`src/rtl/boot_mem_arbiter.sv`:
```
// boot_mem_arbiter: registered boot sequencer and RAM bus arbiter.
// The loader owns basic_ram until it reports finished. The bus then drains,
// the CPU is held in reset for a short window, and finally the CPU owns the
// bus until the next rst.
// Optional feature: define BOOT_ARB_TIMEOUT_EN to force boot after
// TIMEOUT_CYCLES LOAD cycles without ld_finished. This also sets boot_timeout.
module boot_mem_arbiter #(
  parameter int RST_HOLD       = 4,
  parameter int CNT_W          = 16,
  parameter int TIMEOUT_CYCLES = 100000
) (
  input  logic             clk,
  input  logic             rst,
  input  logic [31:0]      ld_addr,
  input  logic [31:0]      ld_wdata,
  output logic [31:0]      ld_rdata,
  input  logic             ld_cs,
  input  logic             ld_we,
  input  logic             ld_oe,
  input  logic             ld_finished,
  input  logic [31:0]      cpu_addr,
  input  logic [31:0]      cpu_wdata,
  output logic [31:0]      cpu_rdata,
  input  logic             cpu_cs,
  input  logic             cpu_we,
  input  logic             cpu_oe,
  output logic [31:0]      ram_addr,
  output logic [31:0]      ram_wdata,
  input  logic [31:0]      ram_rdata,
  output logic             ram_cs,
  output logic             ram_we,
  output logic             ram_oe,
  input  logic             ram_mem_done,
  output logic             cpu_rst,
  output logic [1:0]       boot_state,
  output logic [CNT_W-1:0] ld_words,
  output logic             early_access,
  output logic             boot_timeout
);

  typedef enum logic [1:0] {
    LOAD  = 2'b00,
    DRAIN = 2'b01,
    HOLD  = 2'b10,
    RUN   = 2'b11
  } state_t;

  localparam int HOLD_W = (RST_HOLD > 1) ? $clog2(RST_HOLD) : 1;

  state_t             state_q, state_d;
  logic [HOLD_W-1:0]  hold_q, hold_d;
  logic               cpu_rst_q;
  logic [CNT_W-1:0]   ld_words_q;
  logic               early_q;
  logic               force_boot;
  logic               ld_write_done;

  assign ld_write_done = ld_cs & ld_we & ram_mem_done;

`ifdef BOOT_ARB_TIMEOUT_EN
  localparam int TO_W = $clog2(TIMEOUT_CYCLES + 1);

  logic [TO_W-1:0] to_cnt_q;
  logic            timeout_q;

  // The current LOAD cycle is the TIMEOUT_CYCLES-th one and the loader is still not finished.
  assign force_boot = (state_q == LOAD) && !ld_finished &&
                      (to_cnt_q == TO_W'(TIMEOUT_CYCLES - 1));

  // Count LOAD cycles and remember whether boot had to be forced.
  always_ff @(posedge clk or posedge rst) begin
    if (rst) begin
      to_cnt_q  <= '0;
      timeout_q <= 1'b0;
    end else begin
      if (state_q == LOAD) to_cnt_q <= to_cnt_q + TO_W'(1);
      if (force_boot)      timeout_q <= 1'b1;
    end
  end

  assign boot_timeout = timeout_q;
`else
  assign force_boot   = 1'b0;
  assign boot_timeout = 1'b0;
`endif

  // Next-state logic for the boot sequence and the reset-hold countdown.
  always_comb begin
    state_d = state_q;
    hold_d  = hold_q;
    unique case (state_q)
      LOAD: begin
        if (ld_finished || force_boot) state_d = DRAIN;
      end
      DRAIN: begin
        // Hand over only once the loader has no transaction in flight.
        if (!ld_cs) begin
          if (RST_HOLD == 0) begin
            state_d = RUN;
          end else begin
            state_d = HOLD;
            hold_d  = HOLD_W'(RST_HOLD - 1);
          end
        end
      end
      HOLD: begin
        if (hold_q == '0) state_d = RUN;
        else              hold_d  = hold_q - HOLD_W'(1);
      end
      RUN:     state_d = RUN;
      default: state_d = LOAD;
    endcase
  end

  // State register, CPU reset, and sticky status bits.
  always_ff @(posedge clk or posedge rst) begin
    if (rst) begin
      state_q    <= LOAD;
      hold_q     <= '0;
      cpu_rst_q  <= 1'b1;
      ld_words_q <= '0;
      early_q    <= 1'b0;
    end else begin
      state_q   <= state_d;
      hold_q    <= hold_d;
      cpu_rst_q <= (state_d != RUN);
      if ((state_q == LOAD || state_q == DRAIN) && ld_write_done && (ld_words_q != '1))
        ld_words_q <= ld_words_q + CNT_W'(1);
      if (cpu_cs && (state_q != RUN))
        early_q <= 1'b1;
    end
  end

  // Route the owner's request to RAM and RAM data back to the owner only.
  always_comb begin
    ram_addr  = '0;
    ram_wdata = '0;
    ram_cs    = 1'b0;
    ram_we    = 1'b0;
    ram_oe    = 1'b0;
    ld_rdata  = '0;
    cpu_rdata = '0;
    unique case (state_q)
      LOAD, DRAIN: begin
        ram_addr  = ld_addr;
        ram_wdata = ld_wdata;
        ram_cs    = ld_cs;
        ram_we    = ld_we;
        ram_oe    = ld_oe;
        ld_rdata  = ram_rdata;
      end
      RUN: begin
        ram_addr  = cpu_addr;
        ram_wdata = cpu_wdata;
        ram_cs    = cpu_cs;
        ram_we    = cpu_we;
        ram_oe    = cpu_oe;
        cpu_rdata = ram_rdata;
      end
      default: begin
        ram_cs = 1'b0;
      end
    endcase
  end

  assign cpu_rst      = cpu_rst_q;
  assign boot_state   = state_q;
  assign ld_words     = ld_words_q;
  assign early_access = early_q;

endmodule
```
`config.mk`:
```
export PLATFORM = sky130hd
export DESIGN_NAME = boot_mem_arbiter
export DESIGN_NICKNAME = d
export VERILOG_FILES = /design/src/rtl/boot_mem_arbiter.sv
export SDC_FILE = /design/constraint.sdc
export NUM_CORES = 1
export LEC_CHECK = 0
export ABC_AREA = 1
export BUFFER_PORTS_ARGS = -buffer_cell sky130_fd_sc_hd__clkbuf_2
export CORE_AREA = 2 2 125 127
export CTS_CLUSTER_SIZE = 25
export DETAILED_ROUTE_END_ITERATION = 8
export DIE_AREA = 0 0 127 129
export SLEW_MARGIN = 10
export SYNTH_ARGS = -nofsm -noshare
export SYNTH_HDL_FRONTEND = slang
export SYNTH_SLANG_ARGS = --single-unit
export TNS_END_PERCENT = 100
```
`constraint.sdc`:
```
create_clock -name clk -period 3.04 [get_ports clk]
set_input_delay 0.608 -clock clk [delete_from_list [all_inputs] [get_ports clk]]
set_output_delay 0.608 -clock clk [all_outputs]
set_load 0.03 [all_outputs]
```
# After elaboration in Yosys (flattened, before gate mapping)
# Index checks and enable logic that the tools add are counted.
# totals
register_bits	22
input_bits	170
wordCells	40
# op_classes
add_sub_neg	2
n_eq_ne	8
n_mux	14
bitwise	2
reduce_logical	9
# ops
cell	n
$pmux W32 S2	2
$mux W32	2
$add A16 B1 Y16 const B	1
$ne A16 B16 Y1 const B	1
$mux W2	5
$ne A2 B2 Y1 const B	4
$pmux W2 S4	1
$pmux W1 S2	3
$eq A2 B2 Y1 const B	2
$logic_not A2 Y1	2
$pmux W2 S2	1
$logic_and A1 B1 Y1	3
$reduce_and A3 Y1	1
$and A1 B1 Y1	2
$eq A2 B1 Y1 const B	1
$reduce_bool A2 Y1	1
$reduce_or A2 Y1	1
$sub A2 B1 Y2 const B	1
$logic_or A1 B1 Y1	1

# Longest topological paths before layout
# Gate-level depths: netlist of the first run.
# depth
ltp_word	4
ltp_mapped	8

# Least setup slack after synthesis of the first run
# OpenSTA, ideal clock, no wires.
# synth_timing
path_kind	register to output
start	register state_q[1], in the netlist boot_state[1]
end	output port cpu_rdata[21]
t_arrival_ns	1.526
slack_ns	0.906
path_stages_with_launch	5
n_path_buf	2
cell_sequence	dfrtp_1 -> buf_2 -> nand2_1 -> clkbuf_1 -> nor2_1
# synth_between
elab_chain_cells	2
# synth_lines
item	line_no	rtl
from (decl)	50	state_t state_q, state_d;
from (signal assigned)	124	state_q <= state_d;
$eq A2 B2 Y1	143	unique case (state_q)
$mux W32	143	
to (decl)	23	output logic [31:0] cpu_rdata,
# No other way between the ends.

# Worst setup path after layout of the first run
# layout_timing
start	register state_q[1], in the netlist boot_state[1]
end	output port cpu_rdata[3]
# The elaborated chain is that of the path after synthesis.

==> results of run 1 <==
-- sequential cells by signal (all words and copies together) (netlist names) --
register and cells:
cpu_rst 1, hold_q 2, ld_words 16, boot_state 2
early_access 1
-- cell usage after synthesis (3+ instances only) --
master | count | share of area, %
buf_2 | 14 | 2.7
nand3b_1 | 5 | 1.4
dfrtp_1 | 21 | 20
xor2_1 | 4 | 1.3
nor2_1 | 77 | 11
clkbuf_1 | 12 | 1.7
nand4_1 | 3 | 0.72
nand2_1 | 212 | 30
nor2_2 | 6 | 1.4
inv_1 | 47 | 6.7
nand3_1 | 76 | 15
buf_1 | 3 | 0.43
nor2_4 | 3 | 1.3
-- final timing paths --
| path | start | end | slack [ns] | cells after the start |
|---|---|---|---|---|
| worst max-delay path | boot_state[1] | cpu_rdata[3] | 0.57 | 5 |
| worst min-delay path | early_access | early_access | 0.45 | 1 |
| worst max register to register | boot_state[1] | ld_words[15] | 1.07 | 9 |
| worst min register to register | early_access | early_access | 0.45 | 1 |
| max in group asynchronous | rst | boot_state[1] | 1.87 | 2 |
| min in group asynchronous | rst | ld_words[3] | 0.52 | 2 |
-- cell type report --
class | count | share of cell area (%)
Multi-Input combinational cell | 400 | 38.7
Tap cell | 188 | 5.24
Clock inverter | 1 | 0.669
Clock buffer | 3 | 1.67
Timing Repair Buffer | 326 | 37.3
Inverter | 49 | 4.10
Sequential cell | 22 | 12.4
-- logic make-up (layout without fill, tap and decap cells) --
logic type	count (synthesis)	after routing	share of synthesized area, %
adders and majority gates	2	2	0.957
other	1	1	0.143
xor gates and xnor gates	6	6	2.01
buffers and inverters	80	379	12.6
AOI/OAI and AO/OA	6	6	1.34
DFF	22	22	21.1
and+or+nand+nor	385	385	61.9
-- per-stage QoR --
| step | setup slack [ns] | utilization (%) |
|---|---|---|
| 3_5_place_dp | 0.805 | 29.3 |
| 3_3_place_gp | 0.840 | 29.3 |
| 2_1_floorplan | 0.906 | - |
| 5_1_grt | 0.391 | 30.0 |
| 4_1_cts | 0.520 | 30.0 |
| 6_report | 0.574 | 30.0 |
-- metal layers --
layer	part of all wire [%]	track usage, %	vias up
met3	7.3	2.83	20
met1	42	17.9	1808
met5	0.10	0	-
li1	-	-	2127
met4	1.8	3.30	2
met2	49	23.9	151
-- power by group through the flow --
stage          logic [W]  registers, W  clock network [W]
2_1_floorplan   0.000217      0.000298                  0
3_3_place_gp    0.000406      0.000298                  0
3_5_place_dp    0.000406      0.000298                  0
4_1_cts         0.000408      0.000293           0.000385
5_1_grt         0.000435      0.000292           0.000397
6_report        0.000405      0.000293           0.000375
-- critical path, stage by stage, from the launching register on --
cell and delay, ns:
dfrtp_4 0.41, buf_4 0.45, nand2_1 0.10, buf_4 0.26, nor2_1 0.14, clkbuf_2 0.22
==> reports/metrics.yaml, run 1 <==
outcome:
  status: "finished, final reports clean"
clock_network:
  cts-root-buf: "clkbuf_16"
  hold_buffers: 0
  cts-resized-gates: 0
  h-tree-depth: 1
  cts_sinks: 22
  cts_tree: "yes"
  clock_latency_ns: 0.26
  clockBufferDepth: 2
  cts_buffers: 3
  cts_setup_buffers: 0
  path_clk_slew_ns: 0.06
synthesis:
  syn_avg_cell_area_um2: 5.21
  synthCells: 502
  postSynthRegisterBits: 22
  synth_ff_type: "dfrtp_1"
  synthArstFlopShare_pct: 100
  yosys_warnings: 0
  synth_nets: 674
  netlist_area_um2: 2620
  synth.distinct_cells: 27
  synth_edf_count: 0
  synth-seq-area-share_pct: 21.1
final_layout:
  multi_input_area_um2: 1730
  final_cells: 989
  final_layout_size_suffix_gt1_share_pct: 43.3
  area_growth_pct: 71.6
  final_common_cell: "clkbuf_2"
  final-seq-area_um2: 557
  final_cell_mix: "clkbuf_2, nand2_1, nor2_1"
  antennaDiodeCount: 0
  n_fill_cell: 1706
  fin_area_um2: 4490
  nets: 974
route:
  drtIter0Drc: 212
  vias: 4108
  routed_via_density: 4.15
  drtAntennaViolNets: 0
  wl_um: 12900
  drc: 0
  avgRoutedWirePerCell_um: 13.0
  dr.pass1.iters: 5
grt:
  grt_pass1_vias: 3476
  grtUsageTotal_pct: 13.9
  antenna_found_initial: 1
  grt_start_max_net_pins: 58
  grt_pass1_wl_um: 18400
  grt_overflow: 0
setup_path:
  crit_required_ns: 2.43
  cp_max_fo: 57
  end_kind: "output port"
  worstPathArrival_ns: 1.86
  setup.worst_path.start_class: "flip-flop"
  crit_type: "reg -> out"
pwr:
  total_power_w: 0.00107
  switchingPower_w: 0.000366
  p_seq_share_pct: 27.3
  p_clk_share_pct: 35.0
  ir_drop_v: 0.000155
  power.leakage_nw: 2.88
  power.density_nw_per_um2: 239
  p_sw_share_pct: 34.2
  intPower_w: 0.000706
  comb_power_share_pct: 37.7
placed_design:
  place_area_um2: 4380
  hpwl_um: 10500
  dpl.cell_count: 985
  finalWeightedCongestion: 0.804
  io_buffers: 320
sta:
  rsz0062_at_grt: "false"
  drv_slew: 0
  hold_slack_ns: 0.455
  hold_viol: 0
  fin_crit_ns: 2.47
  relSlewSlack_pct: 40.3
  fmax_mhz: 405
  worstMarginPinSlew_ns: 0.895
  clock_skew_ns: 0.00542
  fin_crit_sh_pct: 81.1
  setup_violations: 0
  timing.setup.tns_ns: 0
floorplanning:
  start_util_pct: 17.5
  rows: 45
  ios: 322
  design.core.area_um2: 15000
  die-area_um2: 16400
  die_w_um: 127
  die_h_um: 129
flow_run:
  maxCapViolations: 0
hold_path:
  hold_class: "reg -> reg"
Note: power is estimated with default switching activity, not from simulation.
==> run 2, diff against run 1 <==
--- a/config.mk
+++ b/config.mk
@@ -5,12 +5,12 @@
 export SDC_FILE = /design/constraint.sdc
 export NUM_CORES = 1
 export LEC_CHECK = 0
-export ABC_AREA = 1
+export ABC_AREA = 0
 export BUFFER_PORTS_ARGS = -buffer_cell sky130_fd_sc_hd__clkbuf_2
-export CORE_AREA = 2 2 125 127
+export CORE_AREA = 2 2 124 126
 export CTS_CLUSTER_SIZE = 25
 export DETAILED_ROUTE_END_ITERATION = 8
-export DIE_AREA = 0 0 127 129
+export DIE_AREA = 0 0 126 128
 export SLEW_MARGIN = 10
 export SYNTH_ARGS = -nofsm -noshare
 export SYNTH_HDL_FRONTEND = slang
==> constraint.sdc (replaced) <==
create_clock -name clk -period 2 [get_ports clk]
set_input_delay 0.4 -clock clk [delete_from_list [all_inputs] [get_ports clk]]
set_output_delay 0.4 -clock clk [all_outputs]
set_load 0.03 [all_outputs]
==> reports/metrics.yaml, run 2 <==
sta:
  clock_skew_ns: 0.00138
  timing.setup.tns_ns: 0
  rsz0062_at_grt: "true"
  setup_violations: 0
  drv_slew: 0
  fin_crit_sh_pct: 98.3
  fin_crit_ns: 1.97
  fmax_mhz: 508
  hold_viol: 0
synthesis:
  synth_edf_count: 0
  synth_area_leaders: "dfrtp_1, o21ai_0, nand2_1, inv_1, and3_1"
  synthCells: 393
  synth-seq-area-share_pct: 22.5
  synth_top_area_share_pct: 21.4
  synth.most_common_cell: "nand2_1"
  syn_avg_cell_area_um2: 6.25
  synth_largest_area_cell: "dfrtp_1"
  netlist_top_cells_count: "nand2_1, o21ai_0, inv_1"
  postSynthRegisterBits: 22
  netlist_area_um2: 2450
  synthArstFlopShare_pct: 100
  synth.distinct_cells: 38
  synth_nets: 565
  synth_ff_type: "dfrtp_1"
  yosys_warnings: 0
route:
  drc: 0
  wl_um: 11800
  dr.pass1.iters: 4
  drtIter0Drc: 145
  routed_via_density: 4.16
  vias: 3703
  drtAntennaViolNets: 0
  avgRoutedWirePerCell_um: 13.2
grt:
  grtUsageTotal_pct: 13.5
  grt_start_max_net_pins: 98
  antenna_found_initial: 0
  grt_pass1_wl_um: 17600
  grt_overflow: 0
  grt_pass1_vias: 3391
setup_path:
  path_cells: "buf_12 > o21ai_1 > buf_2"
  cpMaxStageDelayCell: "dfrtp_4"
  r2r-start: "boot_state[1]"
  end_kind: "output port"
  reg2reg_to: "ld_words[15]"
  r2r_cells: 4
  reg2reg_slack_ns: 0.08
  cp_max_fo: 97
  crit_type: "reg -> out"
  worstPathArrival_ns: 1.57
  crit_required_ns: 1.60
  setup.worst_path.start_class: "flip-flop"
  critPathMaxStageDelay_ns: 0.51
floorplanning:
  start_util_pct: 16.5
  die_h_um: 128
  rows: 45
  die-area_um2: 16100
  ios: 322
  die_w_um: 126
  design.core.area_um2: 14900
final_layout:
  antennaDiodeCount: 0
  final_common_cell: "clkbuf_2"
  final_layout_size_suffix_gt1_share_pct: 53.9
  nets: 876
  n_fill_cell: 1601
  final_cell_mix: "clkbuf_2, nand2_1, inv_1"
  largest_reg_flops: 16
  area_growth_pct: 92.4
clock_network:
  cts-root-buf: "clkbuf_16"
  clock_latency_ns: 0.26
  cts_buffers: 3
  clockBufferDepth: 2
  path_clk_slew_ns: 0.06
  cts_sinks: 22
  cts_tree: "yes"
  h-tree-depth: 1
pwr:
  power.density_nw_per_um2: 386
  power.leakage_nw: 2.98
  ir_drop_v: 0.000239
  total_power_w: 0.00182
placed_design:
  hpwl_um: 9330
  io_buffers: 320
  finalWeightedCongestion: 0.837
outcome:
  status: "finished, final reports clean"
hold_path:
  hold_class: "in -> async"
flow_run:
  maxCapViolations: 0
==> run 2: per-layer routing <==
| metal | track usage, % | up-vias | part of all wire (%) | wire length, um |
|---|---|---|---|---|
| li1 | - | 1883 | - | - |
| met1 | 17.0 | 1624 | 43 | 5060 |
| met2 | 24.8 | 192 | 50 | 5850 |
| met3 | 2.50 | 4 | 7.2 | 852 |
| met4 | 1.36 | 0 | 0.37 | 44 |
| met5 | 0 | - | 0 | 0 |
==> run 2: kinds of logic (layout without fill, tap and decap cells) <==
logic type,Yosys count,count (layout),synth area share (%)
simple gates,172,172,37.2
buf+inv,98,408,15.1
compound gates,83,83,18.5
flops,22,22,22.5
xor+xnor,12,12,4.28
mux,3,3,1.27
fa+ha+maj,2,2,1.02
other cells,1,1,0.153
==> run 2: metrics by stage <==
| step | std cells | area [um^2] | worst slack [ns] | utilization [%] | hold slack [ns] |
|---|---|---|---|---|---|
| 2_1_floorplan | 393 | 2570 | -0.0383 | - | 0.388 |
| 3_3_place_gp | 883 | 4420 | 0.0851 | 29.7 | 0.323 |
| 3_5_place_dp | 883 | 4420 | 0.0790 | 29.7 | 0.323 |
| 4_1_cts | 888 | 4680 | -0.0275 | 31.5 | 0.0499 |
| 5_1_grt | 891 | 4720 | -0.0277 | 31.8 | 0.0697 |
| 6_report | 891 | 4720 | 0.0333 | 31.8 | 0.0386 |
==> run 2: what timing repair did <==
| item | 4_1_cts | 5_1_grt |
|---|---|---|
| gates cloned | 1 | 1 |
| hold buffers | 0 | 0 |
| resized for setup | 44 | 17 |
| pin swaps | 0 | 0 |
| setup endpoints to repair | 17 | 65 |
| endpoints found under the hold margin | 0 | 0 |
| setup buffers | 0 | 2 |
==> run 2: cell type report <==
| type | instances | area (um^2) | area share (%) |
|---|---|---|---|
| multi-input combinational | 273 | 1650 | 34.9 |
| tap | 188 | 235 | 4.98 |
| timing repair buffer | 334 | 1930 | 40.8 |
| sequential | 22 | 558 | 11.8 |
| clock buffer | 4 | 88.8 | 1.88 |
| inverter | 70 | 263 | 5.56 |
==> run 2: worst max-delay path, delay by kind of cell, from the launching register on <==
kind,cells,cell delay (ns)
AO/OA/AOI/OAI,1,0.26
flip-flops,1,0.51
buffers and inverters,2,0.45
==> run 2: worst max path at each step <==
stage                  startpoint  slack (ns)            end
floorplan           boot_state[0]       -0.04   ram_addr[10]
global placement    boot_state[1]        0.09   ld_words[15]
detailed placement  boot_state[1]        0.08   ld_words[15]
CTS                 boot_state[1]       -0.03  ram_wdata[14]
global route        boot_state[1]       -0.03   ram_wdata[1]
finish              boot_state[1]        0.03  ram_wdata[23]
==> run 2: where the power goes <==
part / internal, W / switching (W)
Clock: 0.000305 / 0.000158
Sequential: 0.000484 / 0.0000298
Combinational: 0.000342 / 0.000505
Total: 0.00113 / 0.000693
==> run 3, diff against run 2 <==
--- a/config.mk
+++ b/config.mk
@@ -7,10 +7,11 @@
 export LEC_CHECK = 0
 export ABC_AREA = 0
 export BUFFER_PORTS_ARGS = -buffer_cell sky130_fd_sc_hd__clkbuf_2
-export CORE_AREA = 2 2 124 126
+export CORE_AREA = 2 2 125 127
 export CTS_CLUSTER_SIZE = 25
 export DETAILED_ROUTE_END_ITERATION = 8
-export DIE_AREA = 0 0 126 128
+export DIE_AREA = 0 0 127 129
+export PLACE_DENSITY = 0.59
 export SLEW_MARGIN = 10
 export SYNTH_ARGS = -nofsm -noshare
 export SYNTH_HDL_FRONTEND = slang
==> constraint.sdc (replaced) <==
create_clock -name clk -period 1.85 [get_ports clk]
set_input_delay 0.37 -clock clk [delete_from_list [all_inputs] [get_ports clk]]
set_output_delay 0.37 -clock clk [all_outputs]
set_load 0.03 [all_outputs]
==> reports/metrics.yaml, run 3 (same netlist as run 2, synthesis figures left out) <==
sta:
  fin_crit_ns: 1.97
  setup_violations: 81
  drv_slew: 0
  fmax_mhz: 508
  clock_skew_ns: 0.00154
  hold_viol: 0
  fin_ws_ns: -0.119
  rsz0062_at_grt: "true"
  fin_crit_sh_pct: 106
setup_path:
  r2r-start: "boot_state[1]"
  reg2reg_to: "ld_words[14]"
  r2r_cells: 5
  crit_required_ns: 1.48
  setup.worst_path.start_class: "flip-flop"
  reg2reg_slack_ns: -0.06
  crit_type: "reg -> out"
  startpoint: "boot_state[1]"
  cp-endpoint: "ram_wdata[14]"
  cp_max_fo: 16
  end_kind: "output port"
  worstPathArrival_ns: 1.60
final_layout:
  largest_reg_flops: 16
  final_layout_size_suffix_gt1_share_pct: 57.8
  nets: 884
  area_growth_pct: 113
  antennaDiodeCount: 0
  fin_util_pct: 34.9
  n_fill_cell: 1610
  final_common_cell: "clkbuf_2"
  final_cell_mix: "clkbuf_2, nand2_1, inv_1, buf_4, o21ai_2"
clock_network:
  cts_buffers: 3
  clock_latency_ns: 0.25
  h-tree-depth: 1
  hold_buffers: 0
  cts_tree: "yes"
  path_clk_slew_ns: 0.06
  cts-root-buf: "clkbuf_16"
  cts_sinks: 22
  clockBufferDepth: 2
pwr:
  p_seq_share_pct: 25.7
  comb_power_share_pct: 46.1
  ir_drop_v: 0.000323
  total_power_w: 0.00214
  p_clk_share_pct: 28.2
  power.leakage_nw: 3.17
  p_sw_share_pct: 35.4
  intPower_w: 0.00138
  switchingPower_w: 0.000757
  power.density_nw_per_um2: 410
outcome:
  violations: "negative setup slack"
  status: "finished with violations"
floorplanning:
  ios: 322
  start_util_pct: 16.4
  design.core.area_um2: 15000
  die-area_um2: 16400
  die_h_um: 129
  die_w_um: 127
  rows: 45
route:
  routed_via_density: 4.28
  vias: 3851
  wl_um: 12100
  dr.pass1.iters: 4
  drtIter0Drc: 118
  drc: 0
  avgRoutedWirePerCell_um: 13.5
  drtAntennaViolNets: 0
grt:
  grt_start_max_net_pins: 72
  grt_pass1_wl_um: 18000
  grt_overflow: 0
  grt_pass1_vias: 3606
  antenna_found_initial: 1
  grtUsageTotal_pct: 13.5
flow_run:
  maxCapViolations: 0
placed_design:
  finalWeightedCongestion: 0.838
  hpwl_um: 9310
  io_buffers: 320
hold_path:
  hold_class: "in -> async"
-- run 3: cell types whose count changed in the layout (fill, tap and decap cells not counted), sizes merged --
| cell | change |
|---|---|
| clkbuf | -52 |
| bufinv | +1 |
| buf | +59 |
-- run 3: metal layers --
metal  GRT usage (%)  vias to the layer above  wire, um
met5               0                        -        13
met4            1.36                        2        41
met3            2.49                        6       949
met2            25.7                      204      6060
met1            16.4                     1733      5070
li1                -                     1906         -
-- run 3: layout make-up --
| class | count | area, um^2 | share of cell area [%] |
|---|---|---|---|
| clock inverter | 1 | 30.0 | 0.575 |
| multi-input combinational | 273 | 1730 | 33.1 |
| inverter | 70 | 263 | 5.03 |
| tap | 188 | 235 | 4.51 |
| timing repair buffer | 342 | 2320 | 44.5 |
| sequential | 22 | 567 | 10.9 |
| clock buffer | 3 | 75.1 | 1.44 |
-- run 3: how the worst min path moves through the flow --
stage,cells after the start,startpoint,slack [ns],to
after CTS,3,rst,0.14,early_access
after global placement,3,rst,0.41,ld_words[12]
final,3,rst,0.13,ld_words[12]
after detailed placement,3,rst,0.41,ld_words[12]
after global routing,3,rst,0.19,early_access
after floorplan,1,rst,0.36,early_access
-- run 3: worst max-delay path, cell delays in order (launching register included) --
cell,delay (ns)
dfrtp_4,0.49
buf_12,0.14
and2_4,0.18
clkbuf_16,0.20
nand2_1,0.07
o21ai_0,0.07
buf_4,0.18
-- run 3: power by group through the flow --
stage                     clock network (W)  registers, W  logic [W]
after CTS                          0.000620      0.000549   0.000977
after floorplan                           0      0.000600   0.000468
after detailed placement                  0      0.000558   0.000891
final                              0.000604      0.000549   0.000986
after global placement                    0      0.000557   0.000882
after global routing               0.000645      0.000555    0.00107
-- run 3: repair_timing --
item | CTS | global route
resized for setup | 114 | 149
endpoints found under the setup margin | 76 | 134
setup buffers | 1 | 0
gates cloned | 2 | 1
pin swaps | 4 | 0
-- run 3: per-stage QoR --
step           hold WS [ns]  cell area, um^2  instances  setup TNS [ns]  setup slack, ns
6_report              0.132             5220        899           -5.47           -0.119
5_1_grt               0.189             5220        899          -11.87           -0.191
4_1_cts               0.139             5060        898           -7.04           -0.145
3_5_place_dp          0.409             4510        891        -0.00875         -0.00875
3_3_place_gp          0.408             4510        891               0           0.0224
2_1_floorplan         0.358             2600        393          -0.769          -0.0854
